[src/rtl/lsu_mem_port.sv]
// Load/store port: byte/half/word access to a word bus with lanes.
// Define LSU_TIMEOUT_EN to enable the TIMEOUT_CYCLES bus watchdog.
module lsu_mem_port #(
  parameter int TIMEOUT_CYCLES = 255
) (
  input  logic        clk,
  input  logic        rst,
  input  logic        req_valid,
  input  logic        req_is_store,
  input  logic [2:0]  fn3,
  input  logic [31:0] addr,
  input  logic [31:0] wdata,
  output logic        stall,
  output logic        mem_req,
  input  logic        mem_ready,
  output logic        mem_we,
  output logic [31:0] mem_addr,
  output logic [3:0]  mem_be,
  output logic [31:0] mem_wdata,
  input  logic        mem_rvalid,
  input  logic [31:0] mem_rdata,
  output logic [31:0] memory_val,
  output logic        load_valid,
  output logic        misalign_err,
  output logic        bus_err
);

  typedef enum logic [1:0] {
    IDLE,
    REQ,
    WAIT_R,
    DONE
  } state_t;

  state_t      state, state_n;
  logic [1:0]  off, off_q;
  logic        st_q;
  logic        is_byte, is_half, is_word;
  logic        legal, misal, req_ok, accept;
  logic [3:0]  be;
  logic [31:0] wd_sized, wd;
  logic        tmo, tmo_hit;

  assign off = addr[1:0];

  always_comb begin
    is_byte = 1'b0;
    is_half = 1'b0;
    is_word = 1'b0;
    legal   = 1'b1;
    if (req_is_store) begin
      unique case (fn3)
        3'b000:  is_byte = 1'b1;
        3'b001:  is_half = 1'b1;
        3'b010:  is_word = 1'b1;
        default: legal   = 1'b0;
      endcase
    end else begin
      unique case (fn3)
        3'b001, 3'b100: is_half = 1'b1;
        3'b010:         is_word = 1'b1;
        default:        is_byte = 1'b1;
      endcase
    end
  end

  assign misal  = (is_half & off[0]) | (is_word & (off != 2'b00));
  assign req_ok = (state == IDLE) & req_valid & legal;
  assign accept = req_ok & ~misal;
  assign misalign_err = req_ok & misal;

  always_comb begin
    be       = 4'b1111;
    wd_sized = wdata;
    if (is_byte) begin
      be       = 4'b0001 << off;
      wd_sized = {24'b0, wdata[7:0]};
    end else if (is_half) begin
      be       = 4'b0011 << off;
      wd_sized = {16'b0, wdata[15:0]};
    end
  end

  assign wd = wd_sized << {off, 3'b000};

`ifdef LSU_TIMEOUT_EN
  logic [15:0] cnt;

  assign tmo = (cnt == 16'(TIMEOUT_CYCLES - 1));

  always_ff @(posedge clk) begin
    if (rst) begin
      cnt <= '0;
    end else if (accept) begin
      cnt <= '0;
    end else if (state == REQ || state == WAIT_R) begin
      cnt <= cnt + 16'd1;
    end
  end
`else
  // legal range starts at 1, so the watchdog never fires here
  assign tmo = (TIMEOUT_CYCLES == 0);
`endif

  assign tmo_hit = tmo & (((state == REQ) & ~mem_ready) |
                          ((state == WAIT_R) & ~mem_rvalid));

  always_comb begin
    state_n = state;
    unique case (state)
      IDLE:    if (accept) state_n = REQ;
      REQ: begin
        if (mem_ready)  state_n = st_q ? DONE : WAIT_R;
        else if (tmo)   state_n = DONE;
      end
      WAIT_R:  if (mem_rvalid || tmo) state_n = DONE;
      DONE:    state_n = IDLE;
      default: state_n = IDLE;
    endcase
  end

  assign stall = accept | (state == REQ) | (state == WAIT_R);

  always_ff @(posedge clk) begin
    if (rst) begin
      state      <= IDLE;
      off_q      <= '0;
      st_q       <= 1'b0;
      mem_req    <= 1'b0;
      mem_we     <= 1'b0;
      mem_addr   <= '0;
      mem_be     <= '0;
      mem_wdata  <= '0;
      memory_val <= '0;
      load_valid <= 1'b0;
      bus_err    <= 1'b0;
    end else begin
      state      <= state_n;
      load_valid <= 1'b0;
      bus_err    <= 1'b0;
      if (accept) begin
        off_q     <= off;
        st_q      <= req_is_store;
        mem_req   <= 1'b1;
        mem_we    <= req_is_store;
        mem_addr  <= {addr[31:2], 2'b00};
        mem_be    <= be;
        mem_wdata <= wd;
      end
      if (state == REQ && (mem_ready || tmo)) begin
        mem_req <= 1'b0;
      end
      if (state == WAIT_R && mem_rvalid) begin
        memory_val <= mem_rdata >> {off_q, 3'b000};
        load_valid <= 1'b1;
      end
      if (tmo_hit) begin
        bus_err <= 1'b1;
        if (!st_q) memory_val <= '0;
      end
    end
  end

endmodule

[config.mk]
export PLATFORM = sky130hd
export DESIGN_NAME = lsu_mem_port
export DESIGN_NICKNAME = d
export VERILOG_FILES = /design/src/rtl/lsu_mem_port.sv
export SDC_FILE = /design/constraint.sdc
export NUM_CORES = 1
export LEC_CHECK = 0
export BUFFER_PORTS_ARGS = -buffer_cell sky130_fd_sc_hd__buf_2
export CORE_MARGIN = 2
export CORE_UTILIZATION = 40
export DETAILED_ROUTE_END_ITERATION = 10
export PLACE_DENSITY_LB_ADDON = 0.2
export SYNTH_ARGS = -nofsm -noshare
export SYNTH_HDL_FRONTEND = slang
export SYNTH_SLANG_ARGS = --single-unit
[constraint.sdc]
create_clock -name clk -period 2.1 [get_ports clk]
set_input_delay 0 -clock clk [delete_from_list [all_inputs] [get_ports clk]]
set_output_delay 0 -clock clk [all_outputs]
set_load 0.02 [all_outputs]
=== Word level (Yosys, flattened, before mapping) ===
Cells that the tools add are included.
Widths: inputs -> output; s select.

* Flip-flop bits (word level): 105
* Output and inout bits: 106

* Equality and inequality tests: 9
* Shift-type cells: 4
* Multiplexer cells: 19
* Bitwise operators: 10
* Reduce and logical (&&, ||, !) cells: 10

{| class="wikitable"
|+ Operator list
! operator !! count
|-
| $mux 32 || 2
|-
| $shl 32x5->32 || 1
|-
| $shr 32x5->32 || 1
|-
| $mux 1 || 11
|-
| $mux 4 || 2
|-
| $pmux 2 s4 || 1
|-
| $and 1x1->1 || 6
|-
| $mux 2 || 3
|-
| $ne 2x2->1 const B || 3
|-
| $reduce_or 3->1 || 2
|-
| $eq 2x2->1 const B || 2
|-
| $reduce_or 2->1 || 2
|-
| $shl 1x2->4 const A || 1
|-
| $shl 2x2->4 const A || 1
|-
| $eq 3x1->1 const B || 1
|-
| $eq 3x2->1 const B || 1
|-
| $eq 3x3->1 const B || 1
|-
| $logic_not 3->1 || 1
|-
| $or 1x1->1 || 3
|-
| $reduce_and 3->1 || 1
|-
| $eq 2x1->1 const B || 1
|-
| $logic_and 1x1->1 || 2
|-
| $logic_not 2->1 || 1
|-
| $reduce_bool 2->1 || 1
|-
| $not 1->1 || 1
|}

=== Depth between registers and ports, before layout ===
Gate-level depths: netlist (run 1).

* Word-level depth: 10
* Depth in mapped cells: 11

=== Least setup slack after synthesis (run 1) ===
No wires, ideal clock.

* Path kind: register -> register
* Start: reg state[0]
* End: reg mem_wdata[24]
* Arrival time: 1.908 ns
* Required time: 2.008 ns
* Slack: 0.100 ns
* Cell stages (with the launch flop): 9
* Clock period less this slack: 2.000 ns
* Cells stage by stage: dfxtp_1 > inv_1 > ha_1 > o211ai_1 > or3_4 > buf_6 > or4_4 > buf_6 > o32ai_1

* Cells in the longest elaborated chain, start to end: 4

{| class="wikitable"
|+ Ends and longest elaborated chain
! what !! RTL line !! text
|-
| start: declaration || 35 || <nowiki>state_t state, state_n;</nowiki>
|-
| start signal: assignment || 138 || <nowiki>state <= state_n;</nowiki>
|-
| $logic_not 2->1 || 68 || <nowiki>assign req_ok = (state == IDLE) & req_valid & legal;</nowiki>
|-
| $and 1x1->1 (2 in a row) || 68 ||
|-
| $and 1x1->1 || 69 || <nowiki>assign accept = req_ok & ~misal;</nowiki>
|-
| end signal: assignment || 148 || <nowiki>mem_wdata <= wd;</nowiki>
|-
| end: declaration || 19 || <nowiki>output logic [31:0] mem_wdata,</nowiki>
|}

Every way passes these cells.
A chain may end at the register's enable or synchronous reset.

=== Final worst setup path (run 1) ===
* Start: reg state[1]
* End: reg mem_wdata[29]

The elaborated chain is that of the path after synthesis.

==> results of run 1 <==
-- worst paths after layout --
kind / startpoint / to / slack, ns / cells past startpoint
worst max-delay path: state[1] / mem_wdata[29] / 0.08 / 6
worst min-delay path: wdata[12] / mem_wdata[12] / 0.02 / 3
worst max register to register: state[1] / mem_wdata[29] / 0.08 / 6
worst min register to register: mem_wdata[7] / mem_wdata[7] / 0.45 / 2
-- per-layer routing --
layer	part of all wire (%)	global-route usage, %	vias to the layer above
li1	-	-	2488
met1	44	31.5	2403
met2	46	38.8	240
met3	7.6	6.43	32
met4	2.3	8.21	0
met5	0	0	-
-- metrics by stage --
stage	hold WS, ns	total power, mW
finish	0.0179	6.18
global route	0.0226	6.51
CTS	0.00336	6.19
detailed placement	0.216	4.41
global placement	0.214	4.36
floorplan	0.0992	3.73
-- tightest hold or removal path, delay by kind of cell --
| family | cells | cell delay [ns] |
|---|---|---|
| buf+inv | 1 | 0.11 |
| compound gates | 2 | 0.21 |
-- power by group through the flow --
stage          clock, mW  sequential, mW  combinational [mW]
6_report            1.67            2.41                2.09
5_1_grt             1.80            2.45                2.27
4_1_cts             1.71            2.41                2.07
3_5_place_dp           0            2.45                1.96
3_3_place_gp           0            2.45                1.92
2_1_floorplan          0            2.74               0.990
-- cell usage after synthesis (2+ instances only) --
cell / instances
a211oi_1: 2
nor2_1: 46
nand3b_1: 8
mux2_2: 16
dfxtp_1: 105
o22ai_1: 2
o211ai_1: 19
nand2_1: 98
a32oi_1: 8
buf_4: 6
ha_1: 8
buf_6: 3
o32ai_1: 8
buf_1: 3
a221oi_1: 17
o2bb2ai_1: 8
a21oi_1: 57
nand2b_1: 3
inv_1: 10
buf_2: 8
nand3_1: 17
mux2i_1: 17
and2_1: 2
clkbuf_1: 27
a22oi_1: 24
o221ai_1: 2
nor3_1: 12
-- final cells by class --
type                       instances  area, um^2  area share (%)
clock buffer                      11         243            3.53
clock inverter                     5        55.1           0.801
inverter                          10        37.5           0.546
multi-input combinational        391        2390            34.9
sequential                       105        2100            30.6
tap                              143         179            2.60
timing repair buffer             292        1860            27.0
-- cells by family (layout without fill, tap and decap cells) --
logic type,Yosys count,after routing
AOI/OAI and AO/OA,151,151
muxes,33,33
buffers and inverters,57,318
and+or+nand+nor,195,195
DFF,105,105
other,1,3
adders and majority gates,9,9
-- sequential cells by signal (all words and copies together), names as in the netlist --
name	count
mem_req	1
mem_addr	30
off_q	2
mem_wdata	32
load_valid	1
st_q	1
mem_be	4
memory_val	32
state	2
-- timing repair --
| action | 4_1_cts | 5_1_grt |
|---|---|---|
| setup endpoints to repair | 0 | 13 |
| hold buffers | 66 | 0 |
| gates resized for setup | 0 | 2 |
| endpoints found under the hold margin | 63 | 0 |
-- cell usage in the layout (no fill, tap or decap), types with 2 or more instances in the layout --
cell,count
inv_1,10
nand3b_1,8
nor2_1,46
nor3_1,12
a211oi_1,2
dfxtp_1,105
mux2_2,16
a22oi_1,24
nand2b_1,3
o211ai_1,19
mux2i_1,17
and2_1,2
ha_1,7
o22ai_1,2
a221oi_1,17
buf_4,18
clkinvlp_4,2
o32ai_1,8
clkbuf_16,9
clkinv_2,2
conb_1,3
a21oi_1,57
dlygate4sd3_1,66
o2bb2ai_1,8
nand2_1,98
buf_2,206
a32oi_1,8
nand3_1,17
o221ai_1,2
==> results.cfg, run 1 <==
[status]
outcome = complete, but fails checks
violations = DRC

[synth]
synth.area.mux_share_pct = 7.38
yosysSeqAreaShare_pct = 44.3
syn_inst = 551
async_flop_share_pct = 0
synth_warnings = 0
synth_edf_count = 0
synth.cell_area_um2 = 4750
synth_simple_gate_area_share_pct = 18.2
synth_top_family_by_area = compound AO/OA/AOI/OAI gates
ys.flop_type = dfxtp_1
synth_compound_area_share_pct = 22.1
synth-xor-area-share_pct = 0
synth_fa_ha_area_share_pct = 2.32
syn_area_per_cell_um2 = 8.62
yosysTopAreaCell = dfxtp_1
ys_types = 42
yosys-top-cells-area = dfxtp_1, nand2_1, a21oi_1, a22oi_1, mux2_2
synth_top_area_share_pct = 44.3
synth-seq-cells = 105

[final_layout]
diodes = 0
fin_nets = 922
drive_above_1_share_pct = 32.8
stdcell_count = 957
utilization_pct = 59.6
fillCellCount = 1015
final_area_um2 = 6870
area_growth_pct = 44.6

[grt]
grt_usage_pct = 24.1
antenna_found_initial = 0
grt_max_degree = 71
grt_overflow = 0
grt_pass1_vias = 4941
grt_pass1_wl_um = 24800

[floorplanning]
io-pin-count = 211
die_h_um = 113
initial_core_util_pct = 41.2
dieArea_um2 = 12800
row_count = 39
core-area_um2 = 11500
die_w_um = 113

[drt]
vias_per_cell = 5.39
dr.pass1.iters = 8
wl_um = 15900
drtAntennaViolNets = 0
drc = 11
drt-initial-drc-count = 566
num_vias = 5163
wl_per_cell_um = 16.6

[worst_setup_path]
cp_data_arrival_time_ns = 2.26
crit_required_ns = 2.34
cp_slowest_cell = or4_4
cp-start-kind = register
crit_type = register to register
cp_cell_sequence = inv_1 > ha_2 > o211ai_1 > or3_4 > or4_4 > o32ai_1
critPathMaxFanout = 8
critPathTopFamily = simple AND/OR/NAND/NOR gates
endpoint_kind = register
cp_slowest_stage_delay_ns = 0.58
crit_buf_inv = 1

[place]
place_area_um2 = 5900
dp_slack_ns = 0.0913
gp_congestion = 0.943
dp_hpwl_um = 11000
port_buffers = 207
placed_cells = 875

[power]
netSwitchingFraction_pct = 34.9
powerDensity_nw_per_um2 = 900
max-vdd-ir-drop_mv = 0.389
comb_power_share_pct = 33.9
clkPwrFrac_pct = 27.1
p_int_mw = 4.02
switchingPower_mw = 2.16
seqPwrFrac_pct = 39.1
leakage_nw = 3.01

[timing]
post-route-min-period_ns = 2.02
fin_skew_ns = 0.00502
hold_violations = 0
slew_headroom_pct = 34.1
final.setup.tns_ns = 0
drv_slew = 0
finalSetupViolCount = 0
max_freq_mhz = 495
post-route-period-util_pct = 96.1
worst_pin_slew_ns = 0.982
rsz0062_at_grt = true
setup_ws_ns = 0.0809

[clock_network]
clock-sinks = 105
tritoncts = yes
htreeDepth = 3
path_clk_slew_ns = 0.07
post-cts-setup-buffers = 0
clk_latency_ns = 0.34
cts-root-buf = clkbuf_16
numCtsBuffers = 9
cts_buffer_depth = 2

[run]
max_cap_viol_count = 0

[min_path]
hold_class = primary input to register
(Power assumes the default switching activity.)
==> run 2: changes to the inputs <==
--- a/config.mk
+++ b/config.mk
@@ -6,8 +6,9 @@
 export NUM_CORES = 1
 export LEC_CHECK = 0
-export BUFFER_PORTS_ARGS = -buffer_cell sky130_fd_sc_hd__buf_2
 export CORE_MARGIN = 2
 export CORE_UTILIZATION = 40
+export CTS_CLUSTER_SIZE = 10
 export DETAILED_ROUTE_END_ITERATION = 10
+export DONT_BUFFER_PORTS = 1
 export PLACE_DENSITY_LB_ADDON = 0.2
 export SYNTH_ARGS = -nofsm -noshare
==> constraint.sdc (replaced) <==
create_clock -name clk -period 2.1 [get_ports clk]
set_input_delay 0.42 -clock clk [delete_from_list [all_inputs] [get_ports clk]]
set_output_delay 0.42 -clock clk [all_outputs]
set_load 0.02 [all_outputs]
==> results.cfg, run 2 (same netlist as run 1, synthesis figures left out) <==
[timing]
post-route-period-util_pct = 95.8
max_freq_mhz = 497
finalSetupViolCount = 0
worst_pin_slew_ns = 0.698
drv_slew = 0
post-route-min-period_ns = 2.01
hold_slack_ns = 0.143
slew_headroom_pct = 53.3
hold_violations = 0
setup_ws_ns = 0.0878
fin_skew_ns = 0.00579
rsz0062_at_grt = false

[final_layout]
diodes = 0
area_growth_pct = 13.5
fillCellCount = 1153
drive_above_1_share_pct = 15.4
final_area_um2 = 5390
final_cell_mix = dfxtp_1, nand2_1, a21oi_1, nor2_1, a22oi_1
reg_top3 = mem_wdata x32, memory_val x32, mem_addr x30
multiInputGateArea_um2 = 2500
final_common_cell = dfxtp_1
stdcell_count = 690
ff_latch_area_um2 = 2110
fin_nets = 656

[grt]
grt_usage_pct = 20.6
grt_pass1_wl_um = 20900
grt_pass1_vias = 3988
grt_overflow = 0
grt_max_degree = 103
antenna_found_initial = 0

[status]
violations = DRC
outcome = complete, but fails checks

[worst_setup_path]
critPathMaxFanout = 6
cp_cell_sequence = inv_2 > ha_4 > o211ai_1 > or3_4 > buf_6 > nand3_4
cp_slowest_cell = dfxtp_4
cp-start-kind = register
cp_slowest_stage_delay_ns = 0.36
crit_type = register to primary output
cp_data_arrival_time_ns = 1.59
endpoint_kind = primary output
crit_required_ns = 1.68

[clock_network]
htreeDepth = 3
clk_latency_ns = 0.35
cts-root-buf = clkbuf_16
numCtsBuffers = 9
clock-sinks = 105
tritoncts = yes
path_clk_slew_ns = 0.07
cts_buffer_depth = 2

[floorplanning]
io-pin-count = 211
core-area_um2 = 11500
row_count = 39
die_w_um = 113
dieArea_um2 = 12800
initial_core_util_pct = 41.2
die_h_um = 113

[power]
comb_power_share_pct = 22.7
max-vdd-ir-drop_mv = 0.417
switchingPower_mw = 2.01
seqPwrFrac_pct = 46.3
leakage_nw = 1.87
powerDensity_nw_per_um2 = 1110
total_power_mw = 6.00
netSwitchingFraction_pct = 33.5
clkPwrFrac_pct = 31.0
p_int_mw = 3.99

[run]
max_cap_viol_count = 0

[place]
dp_slack_ns = -0.00632
placed_cells = 673
port_buffers = 0
dp_hpwl_um = 9830
gp_congestion = 0.891
place_area_um2 = 5010

[drt]
num_vias = 4159
drt-initial-drc-count = 295
drtAntennaViolNets = 0
wl_um = 13500
vias_per_cell = 6.03
drc = 12
wl_per_cell_um = 19.6
dr.pass1.iters = 8

[min_path]
hold_class = primary input to register
==> run 2: through the flow <==
step                      setup TNS [ns]  utilization [%]
final                                  0             46.8
after global routing                   0             46.8
after CTS                              0             46.6
after detailed placement        -0.00632             43.5
after global placement                 0             43.5
after floorplan                   -0.850                -
==> run 2: final cells by class <==
class	count	share of cell area (%)
clock buffers	13	5.02
clock inverters	2	1.11
inverters	10	0.836
multi-input cells	391	46.5
flip-flops and latches	105	39.1
well taps	143	3.32
repair buffers	26	4.16
==> run 2: power groups by stage <==
stage                     clock [mW]  combinational, mW  sequential, mW
final                           1.86               1.36            2.78
after global routing            1.98               1.53            2.81
after CTS                       1.91               1.36            2.78
after detailed placement           0               1.32            2.82
after global placement             0               1.27            2.81
after floorplan                    0               1.07            2.74
==> run 2: what timing repair did <==
action | CTS | global route
pin swaps | 1 | 1
buffers inserted | 2 | 0
resized for setup | 5 | 5
hold buffers | 0 | 0
endpoints found under the setup margin | 1 | 6
==> run 2: layer usage <==
layer	global-route usage [%]	wire [um]	vias to the layer above	part of all wire, %
met5	0	0	-	0
met4	9.51	408	0	3.0
met3	7.02	1380	36	10
met2	32.7	6290	194	47
met1	25.2	5440	1967	40
li1	-	-	1962	-
==> run 2: final timing paths <==
check / from / end / slack (ns) / cells past startpoint
hold / removal: rst / mem_wdata[0] / 0.14 / 1
hold reg to reg: off_q[0] / off_q[0] / 0.49 / 2
setup reg to reg: state[1] / mem_wdata[30] / 0.11 / 7
setup / recovery: state[1] / stall / 0.09 / 6
==> run 2: worst max-delay path, delay by kind of cell (launching register included) <==
kind	cells	cell delay (ns)
simple gates	2	0.44
flops	1	0.36
buf+inv	2	0.21
fa+ha+maj	1	0.14
compound gates	1	0.10
==> run 3: changes to the inputs <==
- CTS_BUF_LIST: default -> sky130_fd_sc_hd__clkbuf_16
- RECOVER_POWER: default -> 25
==> results.cfg, run 3 (same netlist as run 1, synthesis figures left out) <==
[status]
outcome = complete, but fails checks
violations = DRC

[worst_setup_path]
endpoint_kind = primary output
critPathMaxFanout = 6
r2r_setup_slack_ns = 0.12
r2r_cells = 7
crit_required_ns = 1.68
r2r_start = state[1]
cp_data_arrival_time_ns = 1.58
crit_type = register to primary output
cp-start-kind = register
r2r_end = mem_wdata[30]

[clock_network]
clk_latency_ns = 0.35
path_clk_slew_ns = 0.07
cts_buffer_depth = 2
numCtsBuffers = 9
htreeDepth = 3
tritoncts = yes
cts-root-buf = clkbuf_16
clock-sinks = 105

[grt]
grt_pass1_wl_um = 20900
grt_overflow = 0
grt_usage_pct = 20.6
antenna_found_initial = 0
grt_pass1_vias = 3987
grt_max_degree = 103

[run]
max_cap_viol_count = 0

[timing]
worst_pin_slew_ns = 0.667
hold_slack_ns = 0.145
slew_headroom_pct = 55.3
setup_ws_ns = 0.102
post-route-min-period_ns = 2.00
fin_skew_ns = 0.00388
post-route-period-util_pct = 95.1
drv_slew = 0
hold_violations = 0
finalSetupViolCount = 0
rsz0062_at_grt = false
final.setup.tns_ns = 0
max_freq_mhz = 501

[place]
dp_slack_ns = -0.00632
gp_congestion = 0.891
port_buffers = 0
dp_hpwl_um = 9830
place_area_um2 = 5010

[drt]
wl_per_cell_um = 19.5
drtAntennaViolNets = 0
drc = 12
wl_um = 13500
drt-initial-drc-count = 257
num_vias = 4135
vias_per_cell = 5.99
dr.pass1.iters = 8

[final_layout]
final_common_cell = dfxtp_1
final_cell_mix = dfxtp_1, nand2_1, a21oi_1, nor2_1, a22oi_1
drive_above_1_share_pct = 14.8
final_area_um2 = 5360
diodes = 0
fin_nets = 656
reg_top3 = mem_wdata x32, memory_val x32, mem_addr x30
area_growth_pct = 12.8

[power]
total_power_mw = 5.88
max-vdd-ir-drop_mv = 0.417
powerDensity_nw_per_um2 = 1100
leakage_nw = 1.86

[min_path]
whs_endpoint = mem_wdata[0]
worstHoldStart = rst
hold_path_depth = 1
hold_class = primary input to register

[floorplanning]
dieArea_um2 = 12800
core-area_um2 = 11500
die_w_um = 113
row_count = 39
initial_core_util_pct = 41.2
die_h_um = 113
io-pin-count = 211
## run 3: changes by cell type in the layout (fill, tap and decap cells not counted), sizes merged
cell,before,now
clkbuf,13,9
clkinv,0,3
inv,10,11
## run 3: report_power, final
group / internal [mW] / leakage (nW) / switching (mW)
Sequential: 2.27 / 0.854 / 0.507
Clock: 1.02 / 0.149 / 0.720
Combinational: 0.586 / 0.853 / 0.775
Total: 3.88 / 1.86 / 2.00
## run 3: cell type report
class | instances | area [um^2]
clock buffer | 9 | 225
clock inverter | 6 | 75.1
fill | 1159 | 6160
inverter | 10 | 45.0
multi-input combinational | 391 | 2500
sequential | 105 | 2100
tap | 143 | 179
timing repair buffer | 26 | 224
## run 3: stage by stage
step	instances	utilization, %
CTS	690	46.4
finish	690	46.5
detailed placement	673	43.5
floorplan	553	-
global route	690	46.5
global placement	673	43.5
## run 3: worst max-delay path by stage
stage / from / to / slack [ns] / cells after the start
after detailed placement: addr[1] / mem_wdata[25] / -0.006 / 8
final: state[1] / stall / 0.10 / 6
after global placement: addr[1] / mem_wdata[25] / 0.03 / 8
after global routing: state[0] / mem_wdata[31] / 0.02 / 8
after CTS: state[1] / stall / 0.006 / 6
after floorplan: addr[0] / mem_wdata[24] / -0.10 / 10
## run 3: layer usage
layer,track usage [%],vias up,wire (um)
met5,0,-,0
met4,9.51,0,385
met3,7.02,32,1390
met2,32.7,197,6300
met1,25.2,1943,5400
li1,-,1963,-
## run 3: critical path, cell delays in order (launching register included)
cell and delay [ns]:
dfxtp_2 0.35, inv_2 0.07, ha_4 0.14, o211ai_1 0.10, or3_4 0.35, buf_6 0.14
nand3_4 0.09
## run 3: repair_timing
item,in CTS,in global routing
hold buffers,0,0
buffers inserted,2,0
resized for setup,5,4
pin swaps,1,1
setup endpoints to repair,1,6
